**src/rtl/inst_encoder.sv**
```systemverilog
// RV64 field packer: encodes decoded fields into a 32-bit word, range-checks
// the immediate, and streams it with a fetch address through a 2-entry buffer.
module inst_encoder #(
  parameter int unsigned       ADDR_W    = 64,
  parameter logic [ADDR_W-1:0] BASE_ADDR = '0
) (
  input  logic              clk,
  input  logic              reset_n,
  input  logic              clear,
  input  logic              in_valid,
  output logic              in_ready,
  input  logic [6:0]        in_op,
  input  logic [4:0]        in_rd,
  input  logic [4:0]        in_rs1,
  input  logic [4:0]        in_rs2,
  input  logic [2:0]        in_funct3,
  input  logic [6:0]        in_funct7,
  input  logic [63:0]       in_imm,
  output logic              out_valid,
  input  logic              out_ready,
  output logic [31:0]       out_inst,
  output logic [ADDR_W-1:0] out_addr,
  output logic              out_err,
  output logic [15:0]       err_count
);

  localparam logic [6:0] OP_LUI    = 7'b0110111;
  localparam logic [6:0] OP_AUIPC  = 7'b0010111;
  localparam logic [6:0] OP_JAL    = 7'b1101111;
  localparam logic [6:0] OP_JALR   = 7'b1100111;
  localparam logic [6:0] OP_LOAD   = 7'b0000011;
  localparam logic [6:0] OP_IMM    = 7'b0010011;
  localparam logic [6:0] OP_IMM_32 = 7'b0011011;
  localparam logic [6:0] OP_MISC   = 7'b0001111;
  localparam logic [6:0] OP_SYSTEM = 7'b1110011;
  localparam logic [6:0] OP_STORE  = 7'b0100011;
  localparam logic [6:0] OP_BRANCH = 7'b1100011;
  localparam logic [6:0] OP_OP     = 7'b0110011;
  localparam logic [6:0] OP_OP_32  = 7'b0111011;
  localparam logic [31:0] NOP      = 32'h0000_0013;

  logic w_u, w_j, w_i, w_s, w_b, w_r;
  logic w_sh64, w_sh32, w_shf;
  logic w_s12, w_s13, w_s21, w_s32;
  logic [31:0] w_enc;
  logic [31:0] w_inst;
  logic        w_bad;

  assign w_shf  = (in_funct3[1:0] == 2'b01);
  assign w_sh64 = (in_op == OP_IMM) && w_shf;
  assign w_sh32 = (in_op == OP_IMM_32) && w_shf;
  assign w_u = (in_op == OP_LUI) || (in_op == OP_AUIPC);
  assign w_j = (in_op == OP_JAL);
  assign w_i = !w_sh64 && !w_sh32 &&
    ((in_op == OP_JALR) || (in_op == OP_LOAD) ||
     (in_op == OP_IMM) || (in_op == OP_IMM_32) ||
     (in_op == OP_MISC) || (in_op == OP_SYSTEM));
  assign w_s = (in_op == OP_STORE);
  assign w_b = (in_op == OP_BRANCH);
  assign w_r = (in_op == OP_OP) || (in_op == OP_OP_32);

  // imm fits n-bit signed iff bits [63:n-1] are all equal
  assign w_s12 = (&in_imm[63:11]) || !(|in_imm[63:11]);
  assign w_s13 = (&in_imm[63:12]) || !(|in_imm[63:12]);
  assign w_s21 = (&in_imm[63:20]) || !(|in_imm[63:20]);
  assign w_s32 = (&in_imm[63:31]) || !(|in_imm[63:31]);

  always_comb begin
    w_enc = '0;
    w_bad = 1'b0;
    unique case (1'b1)
      w_u: begin
        w_enc = {in_imm[31:12], in_rd, in_op};
        w_bad = (in_imm[11:0] != 12'd0) || !w_s32;
      end
      w_j: begin
        w_enc = {in_imm[20], in_imm[10:1], in_imm[11],
                 in_imm[19:12], in_rd, in_op};
        w_bad = in_imm[0] || !w_s21;
      end
      w_sh64: begin
        w_enc = {in_funct7[6:1], in_imm[5:0], in_rs1,
                 in_funct3, in_rd, in_op};
        w_bad = (in_imm > 64'd63);
      end
      w_sh32: begin
        w_enc = {in_funct7, in_imm[4:0], in_rs1,
                 in_funct3, in_rd, in_op};
        w_bad = (in_imm > 64'd31);
      end
      w_i: begin
        w_enc = {in_imm[11:0], in_rs1, in_funct3, in_rd, in_op};
        w_bad = !w_s12;
      end
      w_s: begin
        w_enc = {in_imm[11:5], in_rs2, in_rs1, in_funct3,
                 in_imm[4:0], in_op};
        w_bad = !w_s12;
      end
      w_b: begin
        w_enc = {in_imm[12], in_imm[10:5], in_rs2, in_rs1,
                 in_funct3, in_imm[4:1], in_imm[11], in_op};
        w_bad = in_imm[0] || !w_s13;
      end
      w_r: begin
        w_enc = {in_funct7, in_rs2, in_rs1, in_funct3, in_rd, in_op};
      end
      default: w_bad = 1'b1;
    endcase
  end

  assign w_inst = w_bad ? NOP : w_enc;

  logic [1:0][32:0]  r_buf;
  logic [1:0]        r_cnt;
  logic              r_rdy;
  logic [ADDR_W-1:0] r_addr;
  logic [15:0]       r_errc;
  logic              w_push, w_pop;
  logic [1:0]        w_cnt_nxt, w_slot;

  assign w_push    = in_valid && r_rdy;
  assign w_pop     = (r_cnt != 2'd0) && out_ready;
  assign w_slot    = r_cnt - {1'b0, w_pop};
  assign w_cnt_nxt = r_cnt + {1'b0, w_push} - {1'b0, w_pop};

  // head lives in slot 0; a pop shifts slot 1 down before any push lands
  always_ff @(posedge clk or negedge reset_n) begin
    if (!reset_n) begin
      r_buf  <= '0;
      r_cnt  <= 2'd0;
      r_rdy  <= 1'b1;
      r_addr <= BASE_ADDR;
      r_errc <= 16'd0;
    end else if (clear) begin
      r_cnt  <= 2'd0;
      r_rdy  <= 1'b1;
      r_addr <= BASE_ADDR;
      r_errc <= 16'd0;
    end else begin
      if (w_pop) begin
        r_buf[0] <= r_buf[1];
        r_addr   <= r_addr + ADDR_W'(4);
        if (r_buf[0][32] && (r_errc != 16'hFFFF))
          r_errc <= r_errc + 16'd1;
      end
      if (w_push)
        r_buf[w_slot[0]] <= {w_bad, w_inst};
      r_cnt <= w_cnt_nxt;
      r_rdy <= (w_cnt_nxt != 2'd2);
    end
  end

  assign in_ready  = r_rdy;
  assign out_valid = (r_cnt != 2'd0);
  assign out_inst  = r_buf[0][31:0];
  assign out_err   = r_buf[0][32];
  assign out_addr  = r_addr;
  assign err_count = r_errc;

endmodule

```
**config.mk**
```make
export PLATFORM = sky130hd
export DESIGN_NAME = inst_encoder
export DESIGN_NICKNAME = d
export VERILOG_FILES = /design/src/rtl/inst_encoder.sv
export SDC_FILE = /design/constraint.sdc
export NUM_CORES = 1
export LEC_CHECK = 0
export BUFFER_PORTS_ARGS = -buffer_cell sky130_fd_sc_hd__buf_4
export CAP_MARGIN = 20
export CORE_ASPECT_RATIO = 0.5
export CORE_MARGIN = 2
export CORE_UTILIZATION = 40
export CTS_CLUSTER_DIAMETER = 60
export DETAILED_ROUTE_END_ITERATION = 12
export GPL_TIMING_DRIVEN = 0
export PLACE_DENSITY = 0.73
export SLEW_MARGIN = 40
export SYNTH_ARGS = -nofsm -noshare
export SYNTH_HDL_FRONTEND = slang
export SYNTH_SLANG_ARGS = --single-unit
```
**constraint.sdc**
```tcl
create_clock -name clk -period 6.4 [get_ports clk]
set_input_delay 1.28 -clock clk [delete_from_list [all_inputs] [get_ports clk]]
set_output_delay 1.28 -clock clk [all_outputs]
set_load 0.05 [all_outputs]
```
== Yosys cells after proc, flatten, opt, wreduce, memory -nomap -nowiden ==
Index checks and enable logic that the tools add are counted.

* Flip-flop bits (word level): 149
* Bits in latches: 0
* Memory bits (writable): 0
* Bits in read-only memories: 0
* Input bits: 101
* Logic and storage cells: 95
* Memories kept: 0

* Add/sub/neg operators: 5
* Multipliers: 0
* Div/mod/pow operators: 0
* Order comparisons: 4
* Equality and inequality tests: 16
* Shifts and indexed selects: 0
* Muxes and demuxes: 16
* Bitwise operators: 1
* Reduce and logical (&&, ||, !) cells: 47

{| class="wikitable"
|+ Operators by type and width
! kind !! count
|-
| 32-bit one-hot mux with 8 select lines || 1
|-
| 33-bit 2-to-1 mux || 4
|-
| 64-bit 2-to-1 mux || 2
|-
| 66-bit bitwise mux || 1
|-
| 64-bit by 3-bit adder with 64-bit output, second input constant || 1
|-
| 64-bit by 5-bit greater-than comparator with 1-bit output, second input constant || 1
|-
| 64-bit by 6-bit greater-than comparator with 1-bit output, second input constant || 1
|-
| 53-bit AND reduction || 1
|-
| 53-bit OR reduction || 1
|-
| 52-bit AND reduction || 1
|-
| 52-bit OR reduction || 1
|-
| 16-bit 2-to-1 mux || 3
|-
| 44-bit AND reduction || 1
|-
| 44-bit OR reduction || 1
|-
| 33-bit demux with 1-bit select || 1
|-
| 33-bit AND reduction || 1
|-
| 33-bit OR reduction || 1
|-
| 32-bit 2-to-1 mux || 1
|-
| 7-bit by 6-bit equality test with 1-bit output, second input constant || 4
|-
| 7-bit equality test, second input constant || 4
|-
| 7-bit by 5-bit equality test with 1-bit output, second input constant || 3
|-
| 16-bit by 1-bit adder with 16-bit output, second input constant || 1
|-
| 16-bit inequality test, second input constant || 1
|-
| 1-bit logical OR || 14
|-
| 19 further kinds || 38
|}

== Longest topological paths before layout ==
Gate-level depths: netlist of the first run.

* Depth in word-level cells: 12
* Mapped depth: 10

== Worst setup path after synthesis of the first run ==
OpenSTA, ideal clock, no wires.

* Kind: input-to-reg
* Start: in in_op[6]
* End: reg r_buf, in the netlist out_inst[3]
* Setup time: 0.139 ns
* Arrival: 3.002 ns
* Slack: 3.259 ns
* Cell stages on the path: 9
* Buffers on the path: 2
* Path through: clkbuf_2 -> or4b_1 -> o311a_1 -> nor3_4 -> and2_1 -> o211ai_2 -> buf_4 -> o2111ai_1 -> a21oi_1

* Cells in the longest elaborated chain, start to end: 12
* Elaborated cells on any way between the ends: 32
* Those cells by class: eq/ne (13); mux (5); reduce/logical (14)

{| class="wikitable"
|+ RTL lines
! item !! line !! RTL
|-
| from (decl) || 12 || <nowiki>input logic [6:0] in_op,</nowiki>
|-
| 7-bit equality test or 7-bit by 2-bit equality test with 1-bit output (tied branches) || 55 || <nowiki>((in_op == OP_JALR) || (in_op == OP_LOAD) ||</nowiki>
|-
| 1-bit logical OR (2 in a row) || 55 ||
|-
| 1-bit logical OR (2 in a row) || 56 || <nowiki>(in_op == OP_IMM) || (in_op == OP_IMM_32) ||</nowiki>
|-
| 1-bit logical OR || 57 || <nowiki>(in_op == OP_MISC) || (in_op == OP_SYSTEM));</nowiki>
|-
| 1-bit logical AND || 54 || <nowiki>assign w_i = !w_sh64 && !w_sh32 &&</nowiki>
|-
| 2-bit OR reduction (no line) || n/a ||
|-
| 1-bit one-hot mux with 7 select lines || 71 || <nowiki>unique case (1'b1)</nowiki>
|-
| 32-bit 2-to-1 mux * || 112 || <nowiki>assign w_inst = w_bad ? NOP : w_enc;</nowiki>
|-
| 66-bit bitwise mux * || 148 || <nowiki>r_buf[w_slot[0]] <= {w_bad, w_inst};</nowiki>
|-
| 33-bit 2-to-1 mux * || 147 || <nowiki>if (w_push)</nowiki>
|-
| to (signal, indexed assignment) || 148 ||
|-
| to (decl) || 114 || <nowiki>logic [1:0][32:0] r_buf;</nowiki>
|}

Mark *: on every way between the ends. The rest lies on a longest branch, timed or not.
A chain may end at the register's enable or synchronous reset.

== Worst setup path after layout of the first run ==
* Start: in in_op[2]
* End: reg r_buf[60] (netlist bit)

* Cells in the longest elaborated chain, start to end: 11
* Elaborated cells on any way between the ends: 31
* Those cells by class: eq/ne (13); mux (4); reduce/logical (14)

{| class="wikitable"
|+ RTL lines
! item !! line
|-
| 7-bit equality test or 7-bit by 2-bit equality test with 1-bit output (tied branches) || 55
|-
| 1-bit logical OR (2 in a row) || 55
|-
| 1-bit logical OR (2 in a row) || 56
|-
| 1-bit logical OR || 57
|-
| 1-bit logical AND || 54
|-
| 2-bit OR reduction (no line) || n/a
|-
| 1-bit one-hot mux with 7 select lines || 71
|-
| 32-bit 2-to-1 mux * || 112
|-
| 66-bit bitwise mux * || 148
|}

Marked as above.

==> results of run 1 <==
## final timing paths
kind	end	cells past startpoint
setup / recovery	r_buf[60]	10
hold / removal	r_buf[34]	1
setup reg to reg	out_addr[51]	8
hold reg to reg	r_buf[34]	1
max in group asynchronous	out_addr[20]	3
min in group asynchronous	out_inst[17]	1
## cell usage after synthesis, types with 3 or more instances
library cell / number / area, um^2
o21ai_0: 42 / 210
buf_1: 3 / 11.3
a21o_1: 3 / 22.5
buf_2: 3 / 15.0
o22ai_1: 8 / 50.1
nand3_1: 33 / 165
and4_1: 9 / 78.8
or4_1: 4 / 30.0
xnor2_1: 29 / 254
o21ai_1: 4 / 20.0
a31oi_1: 3 / 18.8
and2_1: 8 / 50.1
xor2_1: 36 / 315
buf_4: 36 / 270
a21boi_0: 3 / 22.5
or2_2: 5 / 31.3
nand4_1: 35 / 219
nand2_1: 74 / 278
nor4_1: 17 / 106
clkbuf_1: 31 / 116
o31ai_1: 24 / 180
a222oi_1: 10 / 100
nor4_2: 6 / 75.1
or3_1: 16 / 100
nor2b_1: 6 / 37.5
a22oi_1: 34 / 255
inv_1: 14 / 52.6
mux2i_1: 4 / 40.0
nor2_1: 100 / 375
nand2b_1: 6 / 37.5
dfrtp_1: 146 / 3650
a21oi_1: 26 / 130
nand3b_1: 6 / 45.0
nor3_1: 15 / 75.1
ha_1: 4 / 50.1
and3_1: 11 / 68.8
## cell type report
class / instances / share of cell area, %
plain buffers: 76 / 4.17
clock buffers: 19 / 4.19
clock inverters: 13 / 1.20
inverters: 15 / 0.533
multi-input cells: 618 / 36.3
flip-flops and latches: 147 / 34.8
well taps: 266 / 3.15
repair buffers: 213 / 15.6
## metal layers
layer  global-route usage, %  vias to the layer above
met5                       0                        -
met4                    6.21                        0
met3                    4.20                       27
met1                    29.7                     3688
met2                    38.9                      271
li1                        -                     3547
## kinds of logic (layout without fill, tap and decap cells)
kind of cell             count (synthesis)  in the layout  share of synthesized area, %
AO/OA/AOI/OAI                          176            176                          15.1
XOR/XNOR                                65             65                          7.11
adder cells (fa/ha/maj)                  4              4                         0.625
buffers and inverters                   91            336                          6.20
flip-flops                             147            147                          45.9
multiplexers                             5              5                         0.641
other                                    1              2                        0.0468
AND/OR/NAND/NOR                        366            366                          24.3
## critical path, stage by stage
cell,delay [ns]
buf_4,0.09
clkbuf_1,0.46
nor2_1,0.11
nand3_1,0.16
nor2_1,0.10
or2_2,0.30
clkbuf_1,0.21
a222oi_1,0.60
nand3b_1,0.23
o21ai_0,0.11
## power by group through the flow
stage	combinational [mW]	sequential [mW]	clock [mW]
6_report	0.884	1.13	0.966
5_1_grt	0.948	1.15	1.03
4_1_cts	0.888	1.13	0.984
3_5_place_dp	0.886	1.15	0
3_3_place_gp	0.867	1.15	0
2_1_floorplan	0.568	1.16	0
## registers in the layout, summed over array words and instances (netlist names)
register,cells
r_cnt,2
err_count,16
out_addr,62
in_ready,1
out_err,1
out_inst,32
r_buf,33
## stage by stage
step / setup slack, ns / hold slack [ns] / total power, mW / cells
finish: 3.04 / 0.467 / 2.98 / 1367
global route: 2.83 / 0.496 / 3.12 / 1367
CTS: 3.10 / 0.471 / 3.01 / 1367
detailed placement: 2.67 / 0.455 / 2.04 / 1335
global placement: 2.66 / 0.456 / 2.01 / 1333
floorplan: 3.26 / 0.436 / 1.73 / 856
==> summary.md, run 1 <==
| Metric | Value |
|---|---|
| Status | `complete, no violations` |
| Max-slew violation count | `0` |
| # resized after CTS | `0` |
| Post-Syn Instances | `855` |
| DR top layer | `met4` |
| Critical path class | `in -> reg` |
| Post-synth cell types | `68` |
| Remaining antenna violation count | `0` |
| Vias in the first global route | `7451` |
| FF-to-FF Start | `r_cnt[0]` |
| Skew final | `0.0114 ns` |
| Avg WL per Cell | `17.6 um` |
| Drc violations | `0` |
| Worst hold path class | `reg -> reg` |
| Peak supply drop | `0.000162 V` |
| Global-route wire length before repair | `38500 um` |
| Min Tclk post-route | `3.36 ns` |
| Sequential share of power | `38.0%` |
| Sequential share of the synthesized area | `45.9%` |
| Largest net degree at the start of global routing | `69` |
| Comb pwr share | `29.6%` |
| DR vias/cell | `5.51` |
| Commonest non-fill, non-tap cell in the layout | `buf_4` |
| Slew @ Worst Pin | `0.815 ns` |
| DR iter-0 viols | `521` |
| Total grt overflow | `0` |
| Critical path endpoint category | `flop` |
| Design area | `0.0106 mm^2` |
| CTS clk-pin slew, worst paths | `0.07 ns` |
| Synthesized flop and latch total | `147` |
| Die footprint | `0.0212 mm^2` |
| Post-CTS Hold Fix Bufs | `0` |
| Final estimated routing congestion in global placement | `0.917` |
| Pre-antenna DRT Iters | `5` |
| Bufs on Longest Clock Path | `2` |
| Port bufs | `211` |
| Via count | `7533` |
| Register area | `0.00368 mm^2` |
| Fmax | `297 MHz` |
| Effective utilization at floorplan | `41.0%` |
| I/O pin count | `216` |
| Initial antenna violation count | `0` |
| Worst path required time | `6.68 ns` |
| Core area | `0.0195 mm^2` |
| R2R setup slack | `3.65 ns` |
| Die width | `204 um` |
| Hold Crit Start | `r_buf[34]` |
| Mapped Area | `0.00801 mm^2` |
| Fin. Hold Viols | `0` |
| CP startpoint | `in_op[2]` |
| Power per cell area | `282 mW/mm^2` |
| Final core utilization | `54.0%` |
| Share of cells above drive strength 1 | `28.4%` |
| Most frequent cells in the layout | `buf_4, dfrtp_1, nor2_1` |
| Total GRT Usage | `22.8%` |
| Setup TNS | `0 ns` |
| CP startpoint kind | `input port` |
| Synth warn | `0` |
| Slew headroom | `45.2%` |
| Filler cells | `1815` |
| Post-route clock period utilization | `52.5%` |
| Clock share of power | `32.4%` |
| Chip Height | `104 um` |
| TritonCTS Buffers | `17` |
| Root buf cell | `clkbuf_16` |
| Main flop type after synthesis | `dfrtp_1` |
| Rows | `36` |
| Layout area overhead | `31.9%` |
| Post-synth ARST share | `100%` |
| Internal | `1.94 mW` |
| Clock Latency Late Sink | `0.41 ns` |
| Post-Syn Area per Cell | `9.37 um^2` |
| H-Tree Level Count | `4` |
| Sink Count | `147` |
| Max-Cap Viols | `0` |
| Critical path arrival | `3.64 ns` |
| Final-report setup violation count | `0` |
| Post-DP Area | `0.00999 mm^2` |
| Max Fanout on Critical Path | `10` |
| Postcts setup bufs | `0` |
| RSZ-0062 raised after global routing | `no` |
| Area of the multi-input gates | `0.00384 mm^2` |
| EDFF count, synth | `0` |
| Ant diodes | `0` |
| Metal1 wirelength | `10200 um` |
| Net Sw Power | `1.05 mW` |
| Sw frac | `35.1%` |
| Final net count | `1193` |
| DR WL met2 | `11900 um` |
| Final WL | `24100 um` |
| CTS tree | `built` |
| Leakage | `4.66 nW` |
| Post-DP HPWL | `18500 um` |
| Met3 wire length | `1580 um` |
No activity file was read; power rests on OpenSTA's default activity.
==> inputs of run 2 (changes only) <==
--- a/config.mk
+++ b/config.mk
@@ -5,6 +5,7 @@
 export SDC_FILE = /design/constraint.sdc
 export NUM_CORES = 1
 export LEC_CHECK = 0
+export ABC_AREA = 1
 export BUFFER_PORTS_ARGS = -buffer_cell sky130_fd_sc_hd__buf_4
 export CAP_MARGIN = 20
 export CORE_ASPECT_RATIO = 0.5
==> constraint.sdc (replaced) <==
create_clock -name clk -period 2.9 [get_ports clk]
set_input_delay 0.58 -clock clk [delete_from_list [all_inputs] [get_ports clk]]
set_output_delay 0.58 -clock clk [all_outputs]
set_load 0.05 [all_outputs]
==> run 2 against run 1 <==
  * Global-route usage increased by 2.9 points
  * Synthesized cell count grew 79%
  * Via count increased by 46%
  * Final area grew 20%
  * Clock skew up 0.00075 ns
  * Critical path type is now reg -> reg
  * Sequential cell count did not move
  * Die area grew 25%
  * Worst hold slack worse by 0.41 ns
  * Routed wire length is 40% higher
  * Combinational power increased to 3.5 times the previous value
  * Register-to-register slack got worse by 3.2 ns
==> summary.md, run 2 <==
| Metric | Value |
|---|---|
| Status | `complete, no violations` |
| CTS tree | `built` |
| Worst hold path class | `in -> async` |
| Most frequent cells in the layout | `nand2_1, buf_4, nor2_1` |
| Max-Cap Viols | `0 (unchanged)` |
| Postcts setup bufs | `0 (unchanged)` |
| Vias in the first global route | `10300 (+39%)` |
| Setup TNS | `0 ns (unchanged)` |
| Via count | `11000 (+46%)` |
| Initial antenna violation count | `0 (unchanged)` |
| Core area | `0.0243 mm^2 (+24%)` |
| Slew headroom | `48.8% (+3.5 points)` |
| Slew @ Worst Pin | `0.768 ns (-0.0464 ns)` |
| Fin. Hold Viols | `0 (unchanged)` |
| Post-synth ARST share | `100% (unchanged)` |
| CP startpoint kind | `flop` |
| Drc violations | `0 (unchanged)` |
| Sequential share of the synthesized area | `36.6% (-9.3 points)` |
| Total GRT Usage | `25.7% (+2.9 points)` |
| Mapped Area | `0.0101 mm^2 (+25%)` |
| FF-to-FF Start | `out_addr[2]` |
| Skew final | `0.0122 ns (+0.000754 ns)` |
| Remaining antenna violation count | `0 (unchanged)` |
| DR vias/cell | `5.21 (-5.4%)` |
| EDFF count, synth | `0 (unchanged)` |
| Inst Count DP | `2079 (+56%)` |
| Leakage | `5.83 nW (+25%)` |
| Main flop type after synthesis | `dfrtp_1` |
| Root buf cell | `clkbuf_16` |
| Post-route clock period utilization | `85.1%` |
| Largest net degree at the start of global routing | `61 (-12%)` |
| RSZ-0062 raised after global routing | `no` |
| Layout area overhead | `26.5%` |
| Largest family of logic cells by synthesized area | `simple AND/OR/NAND/NOR gates` |
| Pre-antenna DRT Iters | `7 (+2)` |
| Cell taking the most area after synthesis | `dfrtp_1` |
| Die footprint | `0.0265 mm^2 (+25%)` |
| Synth warn | `0 (unchanged)` |
| Final-report setup violation count | `0 (unchanged)` |
| Max-slew violation count | `0 (unchanged)` |
| Yosys top cell area share | `36.4% (-9.3 points)` |
| Final net count | `1867 (+56%)` |
| Filler cells | `2519 (+39%)` |
| Number of flip-flops in the largest register | `62 (unchanged)` |
| # resized after CTS | `0 (unchanged)` |
| Fmax | `405 MHz` |
| Total power | `7.89 mW (+160%)` |
| Simple-Gate Fraction of Synth Area | `40.7% (+16 points)` |
| TritonCTS Buffers | `17 (unchanged)` |
| Min Tclk post-route | `2.47 ns` |
| Clock Latency Late Sink | `0.44 ns (+0.03 ns)` |
| Final WL | `33700 um (+40%)` |
| Port bufs | `212 (+0.47%)` |
| Ranking of synthesized cells by area | `dfrtp_1, nand2_1, nor2_1` |
| Die width | `228 um (+12%)` |
| Most common cell in the netlist | `nand2_1` |
| Post-synth top cells | `nand2_1, nor2_1, dfrtp_1` |
| Post-CTS Hold Fix Bufs | `0 (unchanged)` |
| Critical path arrival | `2.81 ns (-0.83 ns)` |
| Peak supply drop | `0.000468 V (+190%)` |
| Post-Syn Area per Cell | `6.58 um^2 (-30%)` |
| DR top layer | `met4` |
| Synthesized flop and latch total | `147 (unchanged)` |
| Synth Area in Compound Gates | `11.0% (-4.1 points)` |
| CP startpoint | `out_addr[2]` |
| Ant diodes | `0 (unchanged)` |
| Post-synth cell types | `48 (-29%)` |
| Final estimated routing congestion in global placement | `0.981 (+7.1%)` |
| Commonest non-fill, non-tap cell in the layout | `nand2_1` |
| Chip Height | `116 um (+12%)` |
| Adder-cell share of the synthesized area | `0.498% (-0.13 points)` |
| Post-Syn Instances | `1528 (+79%)` |
| Rows | `40 (+11%)` |
| Critical path endpoint category | `flop` |
| Share of cells above drive strength 1 | `19.0% (-9.4 points)` |
| Max Fanout on Critical Path | `5 (-5)` |
| H-Tree Level Count | `4 (unchanged)` |
| Power per cell area | `621 mW/mm^2 (+120%)` |
| Effective utilization at floorplan | `41.3% (+0.35 points)` |
| Global-route wire length before repair | `53900 um (+40%)` |
| Total grt overflow | `0 (unchanged)` |
| Post-DP Area | `0.0121 mm^2 (+21%)` |
| DR WL met2 | `15800 um (+33%)` |
| Design area | `0.0127 mm^2 (+20%)` |
| XOR/XNOR Fraction of Synth Area | `1.57% (-5.5 points)` |
| Post-DP HPWL | `26600 um (+44%)` |
| Metal1 wirelength | `15100 um (+48%)` |
| Avg WL per Cell | `16.0 um (-9.2%)` |
| Mux share of post-synthesis cell area | `0% (-0.64 points)` |
| Met3 wire length | `2260 um (+43%)` |
| Critical path class | `reg -> reg` |
| DR iter-0 viols | `926 (+78%)` |
| Sink Count | `147 (unchanged)` |
| Bufs on Longest Clock Path | `2 (unchanged)` |
| I/O pin count | `216 (unchanged)` |
| Worst path required time | `3.25 ns (-3.43 ns)` |
| CTS clk-pin slew, worst paths | `0.07 ns (about the same)` |
| Final non-filler cell total | `2111 (+54%)` |
==> run 2: cell types whose count changed after synthesis, moves of 15 or more <==
cell | previous run | this run
a21oi_1 | 26 | 49
a22oi_1 | 34 | 5
a31oi_1 | 3 | 34
inv_1 | 14 | 120
nand2_1 | 74 | 517
nand3_1 | 33 | 92
nor2_1 | 100 | 202
nor3_1 | 15 | 40
o21ai_1 | 4 | 31
o31ai_1 | 24 | 9
or3_1 | 16 | 0
xnor2_1 | 29 | 2
xor2_1 | 36 | 16
==> run 2: power breakdown <==
group	switching, mW	internal (mW)
Combinational	2.05	1.04
Clock	1.02	1.22
Sequential	0.241	2.32
Total	3.31	4.59
==> run 2: final timing paths <==
check / slack [ns] / cells past startpoint / endpoint
max: 0.43 / 9 / out_addr[22]
min reg2reg: 0.45 / 2 / r_buf[34]
max reg2reg: 0.43 / 9 / out_addr[22]
max in group asynchronous: 1.95 / 3 / out_addr[40]
min: 0.06 / 1 / r_buf[44]
min in group clk: 0.45 / 3 / r_buf[38]
==> run 2: layout make-up <==
cell class	instances	area, um^2	area share (%)
inverter	130	488	3.84
multi-input combinational	1171	5410	42.6
tap	336	420	3.31
timing repair buffer	214	1650	13.0
buffer	81	478	3.76
clock buffer	17	425	3.35
clock inverter	15	163	1.28
sequential	147	3680	29.0
==> run 2: logic make-up after synthesis <==
group,after synthesis
AO/OA/AOI/OAI,196
adder cells (fa/ha/maj),4
AND/OR/NAND/NOR,951
other,1
buffers and inverters,211
flip-flops,147
XOR/XNOR,18
==> run 2: through the flow <==
step | worst slack (ns) | hold slack [ns] | util (%)
after CTS | 0.526 | 0.0781 | 52.3
after floorplan | 0.633 | 0.284 | -
final | 0.432 | 0.0612 | 52.3
after global placement | 0.429 | 0.432 | 49.6
after global routing | 0.218 | 0.0899 | 52.3
after detailed placement | 0.429 | 0.440 | 49.8
==> run 2: per-layer routing <==
layer	vias up	global-route usage, %
met5	-	0
met3	43	4.76
li1	5447	-
met1	5138	34.7
met2	373	42.7
met4	0	7.71
==> run 2: worst max-delay path, stage by stage, from the launching register on <==
cell and delay [ns]:
dfrtp_1 0.46, ha_1 0.25, inv_1 0.12, nor3_1 0.29
nand3_1 0.15, nor2_1 0.25, nand3_1 0.18, nor3_1 0.40
o21ai_0 0.13, a21oi_1 0.15
